==> src/rtl/fill_sequencer.sv <==
// Tablet-bottling run controller: feeder gate, per-bottle pill count,
// bottle-change handshake with the conveyor and batch completion.
module fill_sequencer #(
   parameter int unsigned CHANGE_TIMEOUT = 50
) (
   input  logic       clk,
   input  logic       reset,
   input  logic       start,
   input  logic       cfg_valid,
   input  logic [3:0] cfg_pills_t,
   input  logic [3:0] cfg_pills_u,
   input  logic [3:0] cfg_bottles_t,
   input  logic [3:0] cfg_bottles_u,
   input  logic       pill_pulse,
   input  logic       change_ack,
   output logic       gate_open,
   output logic       change_req,
   output logic [3:0] pill_t,
   output logic [3:0] pill_u,
   output logic [3:0] bottle_t,
   output logic [3:0] bottle_u,
   output logic [3:0] total_h,
   output logic [3:0] total_t,
   output logic [3:0] total_u,
   output logic       busy,
   output logic       done,
   output logic       fault,
   output logic       cfg_err
);

   localparam int unsigned TW =
      (CHANGE_TIMEOUT > 1) ? $clog2(CHANGE_TIMEOUT) : 1;
   localparam logic [TW-1:0] TMO_LAST = TW'(CHANGE_TIMEOUT - 1);

   typedef enum logic [2:0] {
      S_IDLE,
      S_FILL,
      S_CHANGE,
      S_DONE,
      S_FAULT
   } state_t;

   state_t        state_q, state_d;
   logic [7:0]    tgt_p_q, tgt_p_d;
   logic [7:0]    tgt_b_q, tgt_b_d;
   logic [7:0]    pill_q, pill_d;
   logic [7:0]    bot_q, bot_d;
   logic [11:0]   tot_q, tot_d;
   logic [TW-1:0] tmo_q, tmo_d;
   logic          cfg_ok_q, cfg_ok_d;
   logic          cfg_err_q, cfg_err_d;
   logic          cfg_bad;
   logic [7:0]    pill_inc, bot_inc;
   logic [11:0]   tot_inc;

   function automatic logic [3:0] dnext(input logic [3:0] d);
      return (d == 4'd9) ? 4'd0 : d + 4'd1;
   endfunction

   function automatic logic [7:0] inc2(input logic [7:0] v);
      logic cu;
      cu = (v[3:0] == 4'd9);
      return {cu ? dnext(v[7:4]) : v[7:4], dnext(v[3:0])};
   endfunction

   // Three-digit count wraps 999 -> 000 through the hundreds digit
   function automatic logic [11:0] inc3(input logic [11:0] v);
      logic cu, ct;
      cu = (v[3:0] == 4'd9);
      ct = cu && (v[7:4] == 4'd9);
      return {ct ? dnext(v[11:8]) : v[11:8],
              cu ? dnext(v[7:4])  : v[7:4],
              dnext(v[3:0])};
   endfunction

   assign pill_inc = inc2(pill_q);
   assign bot_inc  = inc2(bot_q);
   assign tot_inc  = inc3(tot_q);

   assign cfg_bad = (cfg_pills_t   > 4'd9)
                 || (cfg_pills_u   > 4'd9)
                 || (cfg_bottles_t > 4'd9)
                 || (cfg_bottles_u > 4'd9)
                 || ({cfg_pills_t, cfg_pills_u} == 8'h00)
                 || ({cfg_bottles_t, cfg_bottles_u} == 8'h00);

   always_comb begin
      state_d    = state_q;
      tgt_p_d    = tgt_p_q;
      tgt_b_d    = tgt_b_q;
      pill_d     = pill_q;
      bot_d      = bot_q;
      tot_d      = tot_q;
      tmo_d      = '0;
      cfg_ok_d   = cfg_ok_q;
      cfg_err_d  = cfg_err_q;
      gate_open  = 1'b0;
      change_req = 1'b0;
      unique case (state_q)
         S_IDLE: begin
            if (cfg_valid) begin
               if (cfg_bad) begin
                  cfg_err_d = 1'b1;
               end else begin
                  tgt_p_d   = {cfg_pills_t, cfg_pills_u};
                  tgt_b_d   = {cfg_bottles_t, cfg_bottles_u};
                  cfg_ok_d  = 1'b1;
                  cfg_err_d = 1'b0;
               end
            end else if (start && cfg_ok_q) begin
               state_d = S_FILL;
               pill_d  = '0;
               bot_d   = '0;
               tot_d   = '0;
            end
         end
         S_FILL: begin
            gate_open = start;
            if (start && pill_pulse) begin
               pill_d = pill_inc;
               tot_d  = tot_inc;
               if (pill_inc == tgt_p_q) state_d = S_CHANGE;
            end
         end
         S_CHANGE: begin
            change_req = 1'b1;
            // An ack on the final timeout cycle still completes the change
            if (change_ack) begin
               bot_d   = bot_inc;
               pill_d  = '0;
               state_d = (bot_inc == tgt_b_q) ? S_DONE : S_FILL;
            end else if (tmo_q == TMO_LAST) begin
               state_d = S_FAULT;
            end else begin
               tmo_d = tmo_q + 1'b1;
            end
         end
         S_DONE: begin
            if (!start) state_d = S_IDLE;
         end
         S_FAULT: begin
            state_d = S_FAULT;
         end
         default: begin
            state_d = S_IDLE;
         end
      endcase
   end

   always_ff @(posedge clk or negedge reset) begin
      if (!reset) begin
         state_q   <= S_IDLE;
         tgt_p_q   <= '0;
         tgt_b_q   <= '0;
         pill_q    <= '0;
         bot_q     <= '0;
         tot_q     <= '0;
         tmo_q     <= '0;
         cfg_ok_q  <= 1'b0;
         cfg_err_q <= 1'b0;
      end else begin
         state_q   <= state_d;
         tgt_p_q   <= tgt_p_d;
         tgt_b_q   <= tgt_b_d;
         pill_q    <= pill_d;
         bot_q     <= bot_d;
         tot_q     <= tot_d;
         tmo_q     <= tmo_d;
         cfg_ok_q  <= cfg_ok_d;
         cfg_err_q <= cfg_err_d;
      end
   end

   assign pill_t   = pill_q[7:4];
   assign pill_u   = pill_q[3:0];
   assign bottle_t = bot_q[7:4];
   assign bottle_u = bot_q[3:0];
   assign total_h  = tot_q[11:8];
   assign total_t  = tot_q[7:4];
   assign total_u  = tot_q[3:0];
   assign busy     = (state_q == S_FILL) || (state_q == S_CHANGE);
   assign done     = (state_q == S_DONE);
   assign fault    = (state_q == S_FAULT);
   assign cfg_err  = cfg_err_q;

endmodule

==> config.mk <==
export PLATFORM = sky130hd
export DESIGN_NAME = fill_sequencer
export DESIGN_NICKNAME = d
export VERILOG_FILES = /design/src/rtl/fill_sequencer.sv
export SDC_FILE = /design/constraint.sdc
export NUM_CORES = 1
export LEC_CHECK = 0
export CORE_MARGIN = 10
export CORE_UTILIZATION = 50
export DETAILED_ROUTE_END_ITERATION = 16
export PLACE_DENSITY_LB_ADDON = 0.1
export SYNTH_ARGS = -nofsm -noshare
export SYNTH_HDL_FRONTEND = slang
export SYNTH_SLANG_ARGS = --single-unit
==> constraint.sdc <==
create_clock -name clk -period 5.4 [get_ports clk]
set_clock_uncertainty 0.05 [all_clocks]
set_input_delay 0.81 -clock clk [delete_from_list [all_inputs] [get_ports clk]]
set_output_delay 0.81 -clock clk [all_outputs]
set_load 0.02 [all_outputs]
After elaboration in Yosys (flattened, before gate mapping)
Cells that the tools add are included.
W data, S select, Z words.
{ "classes": {"add_sub_neg": 8, "magnitude_cmp": 4, "eq_ne": 23, "muxes": 37, "bitwise": 1, "reduce_logical": 23} }
{ "ops": {"columns": ["op", "count"], "rows": [
  ["$mux W4", 11],
  ["$mux W8", 5],
  ["$mux W12", 3],
  ["$add A4 B1 Y4 const B", 7],
  ["$eq A4 B4 Y1 const B", 7],
  ["$pmux W12 S2", 1],
  ["$pmux W8 S3", 1],
  ["$mux W3", 7],
  ["$mux W6", 3],
  ["$eq A8 B8 Y1", 2],
  ["$gt A4 B4 Y1 const B", 4],
  ["$logic_not A8 Y1", 2],
  ["$ne A2 B2 Y1 const B", 8],
  ["$pmux W8 S2", 1],
  ["$pmux W3 S5", 1],
  ["$reduce_and A5 Y1", 3],
  ["$reduce_and A4 Y1", 2],
  ["$add A6 B1 Y6 const B", 1],
  ["$eq A3 B2 Y1 const B", 2],
  ["$eq A6 B6 Y1 const B", 1],
  ["$logic_or A1 B1 Y1", 6],
  ["$reduce_and A6 Y1", 1],
  ["$reduce_bool A2 Y1", 2],
  ["$eq A3 B1 Y1 const B", 1],
  ["other kinds (10)", 14]
]} }
{ "word_totals": {"reg_bits": 55, "input_bits": 22, "out_inout_bits": 34} }

Longest topological paths before layout
Gate-level depths: netlist of the first run.
{ "logic_depth": {"depth_word": 8, "ltp_mapped": 9} }

Worst setup path before layout of the first run
No wires, ideal clock.
{ "synth_path": {"path_type": "input-to-reg", "startpoint": "in cfg_valid", "endpoint": "reg tot_q[3]", "setup_ns": 0.095, "t_arrival_ns": 2.211, "required_time_ns": 5.255, "setup_slack_ns": 3.044, "path_stages": 5, "path_buffers": 0, "cell_sequence": "nand3b_1 -> a221oi_1 -> nand2_1 -> or2_2 -> o31ai_1"} }
{ "synth_via": {"elab_chain_cells": 2} }
{ "synth_rtl": {"columns": ["item", "line_no", "text"], "rows": [
  ["from (decl)", "9", "input logic cfg_valid,"],
  ["$ne A2 B2 Y1 (no source line)", null, null],
  ["$reduce_and A4 Y1 (no source line)", null, null],
  ["to (signal assigned)", "167", "tot_q <= tot_d;"],
  ["to (decl)", "48", "logic [11:0] tot_q, tot_d;"]
]} }
Every way passes these cells.
A chain may end at the register's enable or synchronous reset.

Worst setup path after layout of the first run
{ "layout_path": {"startpoint": "reg state_q[0]", "endpoint": "out gate_open"} }
{ "layout_via": {"elab_chain_cells": 2} }
{ "layout_rtl": {"columns": ["item", "line_no", "text"], "rows": [
  ["from (decl)", "43", "state_t state_q, state_d;"],
  ["from (signal assigned)", "162", "state_q <= state_d;"],
  ["$eq A3 B1 Y1", "99", "unique case (state_q)"],
  ["$mux W1", "99", null],
  ["to (decl)", "16", "output logic gate_open,"]
]} }
Every way passes these cells.

==> results of run 1 <==
## Yosys cell counts (5+ instances only)
master,count,area share
mux2_2,18,0.062
o31ai_1,6,0.014
nand3_1,11,0.017
nor2b_1,8,0.015
nor2_1,21,0.024
nand2_1,33,0.038
xor2_1,10,0.027
inv_1,19,0.022
dfrtp_1,55,0.42
ha_1,12,0.046
a21oi_1,13,0.020
xnor2_1,7,0.019
o21ai_0,45,0.069
nand4_1,5,0.0096
nor3_1,9,0.014
## critical path: stages (launching register included)
cell and delay (ns):
dfrtp_1 0.55, nor3b_2 0.66, and2_1 0.22, clkdlybuf4s50_1 0.60
## cell usage in the layout, fill, tap and decap left out, types with 2 or more instances in the layout
master	synthesis	final
a211oi_1	3	3
a21oi_1	13	13
a22o_1	3	3
a22oi_1	2	2
a41oi_1	2	2
and2_1	2	2
and3_1	2	2
clkbuf_8	1	6
clkdlybuf4s50_1	0	54
dfrtp_1	55	55
ha_1	12	12
inv_1	19	19
mux2_2	18	18
mux2i_1	4	4
nand2_1	33	33
nand2b_1	4	4
nand3_1	11	11
nand3b_1	4	4
nand4_1	5	5
nand4b_1	2	2
nor2_1	21	21
nor2b_1	8	8
nor3_1	9	9
nor4_1	4	4
o21ai_0	45	45
o31ai_1	6	6
o41ai_1	2	2
or2_2	2	2
or3_1	2	2
xnor2_1	7	7
xor2_1	10	10
## stage by stage
stage	std cells	utilization	power (mW)	setup slack (ns)
final	475	0.619	1.60	2.19
after global routing	475	0.619	1.72	2.08
after CTS	475	0.619	1.61	2.19
after detailed placement	468	0.605	1.38	2.21
after global placement	468	0.605	1.36	2.33
after floorplan	345	-	1.13	3.04
## path summary, 6_finish.rpt
check                      cells past startpoint  slack [ns]        from          to
max                                            3        2.19  state_q[0]   gate_open
min                                            1        0.44    cfg_ok_q    cfg_ok_q
max reg2reg                                    6        2.84   pill_q[1]  state_q[0]
min reg2reg                                    1        0.44    cfg_ok_q    cfg_ok_q
max in group asynchronous                      2        4.26       reset  tgt_b_q[0]
min in group asynchronous                      2        0.55       reset  tgt_p_q[2]
## final cells by class
| type | instances | area [um^2] | area share |
|---|---|---|---|
| multi-input cells | 261 | 1740 | 0.444 |
| flip-flops and latches | 55 | 1380 | 0.350 |
| repair buffers | 56 | 553 | 0.141 |
| well taps | 77 | 96.3 | 0.0245 |
| clock buffers | 6 | 82.6 | 0.0210 |
| inverters | 19 | 71.3 | 0.0182 |
| clock inverters | 1 | 5.00 | 0.00127 |
## power by group through the flow
stage	Sequential, mW	Combinational (mW)	Clock (mW)
after detailed placement	0.670	0.705	0
after global routing	0.688	0.783	0.253
after floorplan	0.680	0.449	0
after CTS	0.663	0.709	0.240
after global placement	0.667	0.689	0
final	0.665	0.703	0.234
## cells by family (layout without fill, tap and decap cells)
| group | after synthesis | in the layout | share of synthesized area |
|---|---|---|---|
| mux | 22 | 22 | 0.0742 |
| fa+ha+maj | 12 | 12 | 0.0459 |
| compound gates | 88 | 88 | 0.166 |
| simple gates | 122 | 122 | 0.201 |
| flops | 55 | 55 | 0.421 |
| buf+inv | 29 | 82 | 0.0467 |
| xor+xnor | 17 | 17 | 0.0455 |
## registers in the layout, indices dropped and copies added (netlist names)
signal    flops
tgt_b_q       8
state_q       3
cfg_err       1
tot_q        12
tmo_q         6
bot_q         8
cfg_ok_q      1
tgt_p_q       8
pill_q        8
## metal layers
layer,up-vias,share of wire,track usage
met2,65,0.45,0.231
li1,1344,-,-
met5,-,0,0
met4,0,0.011,0.0364
met1,1329,0.47,0.207
met3,6,0.062,0.0473
==> out/qor.yml, run 1 <==
endpoint_kind: "primary output"
p_int_mw: 0.957
clock_latency_ns: 0.31
post-cts-setup-buffers: 0
fillers: 581
wl_per_cell_um: 16.6
htree_levels: 2
max_slew_margin: 0.458
drt_iter0_drc: 109
ctsHoldBuffers: 0
syn_avg_cell_area_um2: 9.48
final_nets: 432
fmax_ghz: 0.312
cap_violations: 0
grt_max_degree: 56
port_buffers: 55
outcome: "finished, final reports clean"
tritoncts: "yes"
worst_pin_slew_ns: 0.813
whs_ns: 0.440
route.detailed.drc: 0
setup-tns-final_ns: 0
ant_nets: 0
arrival_ns: 2.35
gp_congestion: 0.802
seq_area_frac_synth: 0.421
critPathKind: "reg2out"
power.share.clock: 0.146
comb_power_share: 0.439
grt_pass1_wl_mm: 12.8
maxSlewViolCount: 0
power_leakage_nw: 1.66
required_ns: 4.54
antenna_cells: 0
cts_sinks: 55
grtUsageTotal: 0.153
cp-start-kind: "flip-flop"
synth_cell_types: 59
clk_path_buf_depth: 2
synth_seq_cells: 55
drt_pass1_iterations: 4
cts-buffers-inserted: 5
ir_worst_vdd_mv: 0.252
fin_area_um2: 3930
root_buffer: "clkbuf_8"
viasPerCell: 5.78
p_per_area_nw_per_um2: 408
syn_nets: 379
post-route-period-util: 0.594
power_frac_seq: 0.415
ys.flop_type: "dfrtp_1"
syn_to_final_growth_pct: 20.0
setup_viol: 0
dpl-instance-area_um2: 3840
crit_fanout: 12
start_util: 0.515
vias: 2744
post-route-min-period_ns: 3.21
dp_hpwl_mm: 5.91
path_clk_slew_ns: 0.10
p_sw_frac: 0.403
syn_area_um2: 3270
yosysWarnings: 0
async_flop_share: 1.00
boundaryPins: 56
rsz0062_at_grt: "no"
die_height_um: 101
final_hold_viol_count: 0
layout-drive-gt1-share: 0.0955
die_area_um2: 10200
std_cell_rows: 29
netlist_instances: 345
die_x_um: 101
drt_wl_total_mm: 7.89
ctsResizeCount: 0
grt_pass1_vias: 2544
grt-ovfl-total: 0
antenna_found_initial: 0
coreArea_um2: 6350
synth_edf_count: 0
hp-class: "reg2reg"
switching_power_mw: 0.645
Note: power is estimated with default switching activity, not from simulation.
==> run 2, diff against run 1 <==
CORE_UTILIZATION = 48   (was 50)
clock period = 2.6 ns   (was 5.4 ns; I/O delays follow)
==> out/qor.yml, run 2 (synthesis results as in run 1) <==
grt_pass1_wl_mm: 13.7
std_cell_rows: 30
coreArea_um2: 6720
boundaryPins: 56
setup-tns-final_ns: 0
setup_viol: 0
endpoint_kind: "primary output"
slowest_stage: "clkdlybuf4s50_1"
root_buffer: "clkbuf_8"
drt_iter0_drc: 95
post-route-period-util: 0.929
gp_congestion: 0.807
max_slew_margin: 0.491
final_nets: 446
crit_path_max_incr_delay_ns: 0.61
p_per_area_nw_per_um2: 876
path_cells: "nor3b_2 > and2_1 > clkdlybuf4s50_1"
fin_ws_ns: 0.186
maxSlewViolCount: 0
vias: 2781
viasPerCell: 5.64
arrival_ns: 1.97
clock_latency_ns: 0.31
fmax_ghz: 0.414
crit_fanout: 12
drt_wl_total_mm: 8.29
grt_pass1_vias: 2751
power_mw: 3.55
power_frac_seq: 0.380
route.detailed.drc: 0
wl_per_cell_um: 16.8
final_hold_viol_count: 0
crit_start: "state_q[0]"
critPathTopFamily: "buffers and inverters"
final_common_cell: "dfrtp_1"
power_leakage_nw: 1.73
ff2ff_path_depth: 6
outcome: "finished, final reports clean"
final_cell_mix: "dfrtp_1 (55), clkdlybuf4s50_1 (54), o21ai_0 (45)"
syn_to_final_growth_pct: 24.0
htree_levels: 2
die_x_um: 103
die_area_um2: 10500
ir_worst_vdd_mv: 0.477
grtUsageTotal: 0.162
required_ns: 2.16
critPathKind: "reg2out"
cts-buffers-inserted: 5
regMostFlops: "tot_q"
cts_sinks: 55
ant_nets: 0
post-route-min-period_ns: 2.41
grt_max_degree: 35
antenna_found_initial: 0
p_sw_frac: 0.396
reg2reg_to: "state_q[0]"
largest_reg_flops: 12
die_height_um: 103
whs_ns: 0.0831
cp.buffers_inverters: 1
tritoncts: "yes"
start_util: 0.487
path_clk_slew_ns: 0.10
rsz0062_at_grt: "no"
comb_power_share: 0.472
grt-ovfl-total: 0
dp_hpwl_mm: 6.42
drt_pass1_iterations: 4
power.share.clock: 0.149
port_buffers: 55
worst_pin_slew_ns: 0.764
cap_violations: 0
clk_path_buf_depth: 2
cp-start-kind: "flip-flop"
p_int_mw: 2.15
hp-class: "in2async"
dp_slack_ns: 0.0778
switching_power_mw: 1.41
r2r_slack_ns: 0.21
antenna_cells: 0
layout-drive-gt1-share: 0.131
r2r_start: "pill_q[2]"
==> run 2: routing by layer <==
layer / wire, um / vias up / global-route usage
li1: - / 1383 / -
met1: 3980 / 1331 / 0.225
met2: 3750 / 62 / 0.248
met3: 498 / 5 / 0.0395
met4: 60 / 0 / 0.0347
met5: 0 / - / 0
==> run 2: repair_timing <==
item | 4_1_cts | 5_1_grt
endpoints found under the setup margin | 0 | 1
buffers inserted | 0 | 0
resized for setup | 0 | 1
hold buffers | 0 | 0
==> run 2: power by group through the flow <==
stage                     logic, mW  clock network (mW)  registers (mW)
after floorplan               0.933                   0            1.41
after global placement         1.64                   0            1.36
after detailed placement       1.68                   0            1.37
after CTS                      1.69               0.539            1.35
after global routing           1.85               0.568            1.39
final                          1.68               0.528            1.35
==> run 2: how the worst max path moves through the flow <==
stage                       endpoint  depth (start not counted)
after floorplan           state_q[0]                          8
after global placement    tgt_p_q[0]                          6
after detailed placement    bot_q[4]                          7
after CTS                       busy                          4
after global routing        bot_q[6]                          7
final                      gate_open                          3
==> run 2: area by class of cell <==
type,count,area (um^2)
clock buffer,7,96.3
clock inverter,1,7.51
fill,606,2660
inverter,19,71.3
multi-input combinational,261,1750
sequential,55,1380
tap,80,100
timing repair buffer,70,658
==> run 2: per-stage QoR <==
stage	cell area (um^2)	util	std cells
floorplan	3270	-	345
global placement	3950	0.588	485
detailed placement	3950	0.588	485
CTS	4050	0.603	493
global route	4060	0.604	493
finish	4060	0.604	493
==> run 2: worst reg2reg max path, stage by stage, from the launching register on <==
cell and delay [ns]:
dfrtp_1 0.38, and4bb_1 0.51, o21ai_0 0.17, a221o_2 0.45, xnor2_1 0.16, nand4b_1 0.18
a221o_1 0.38
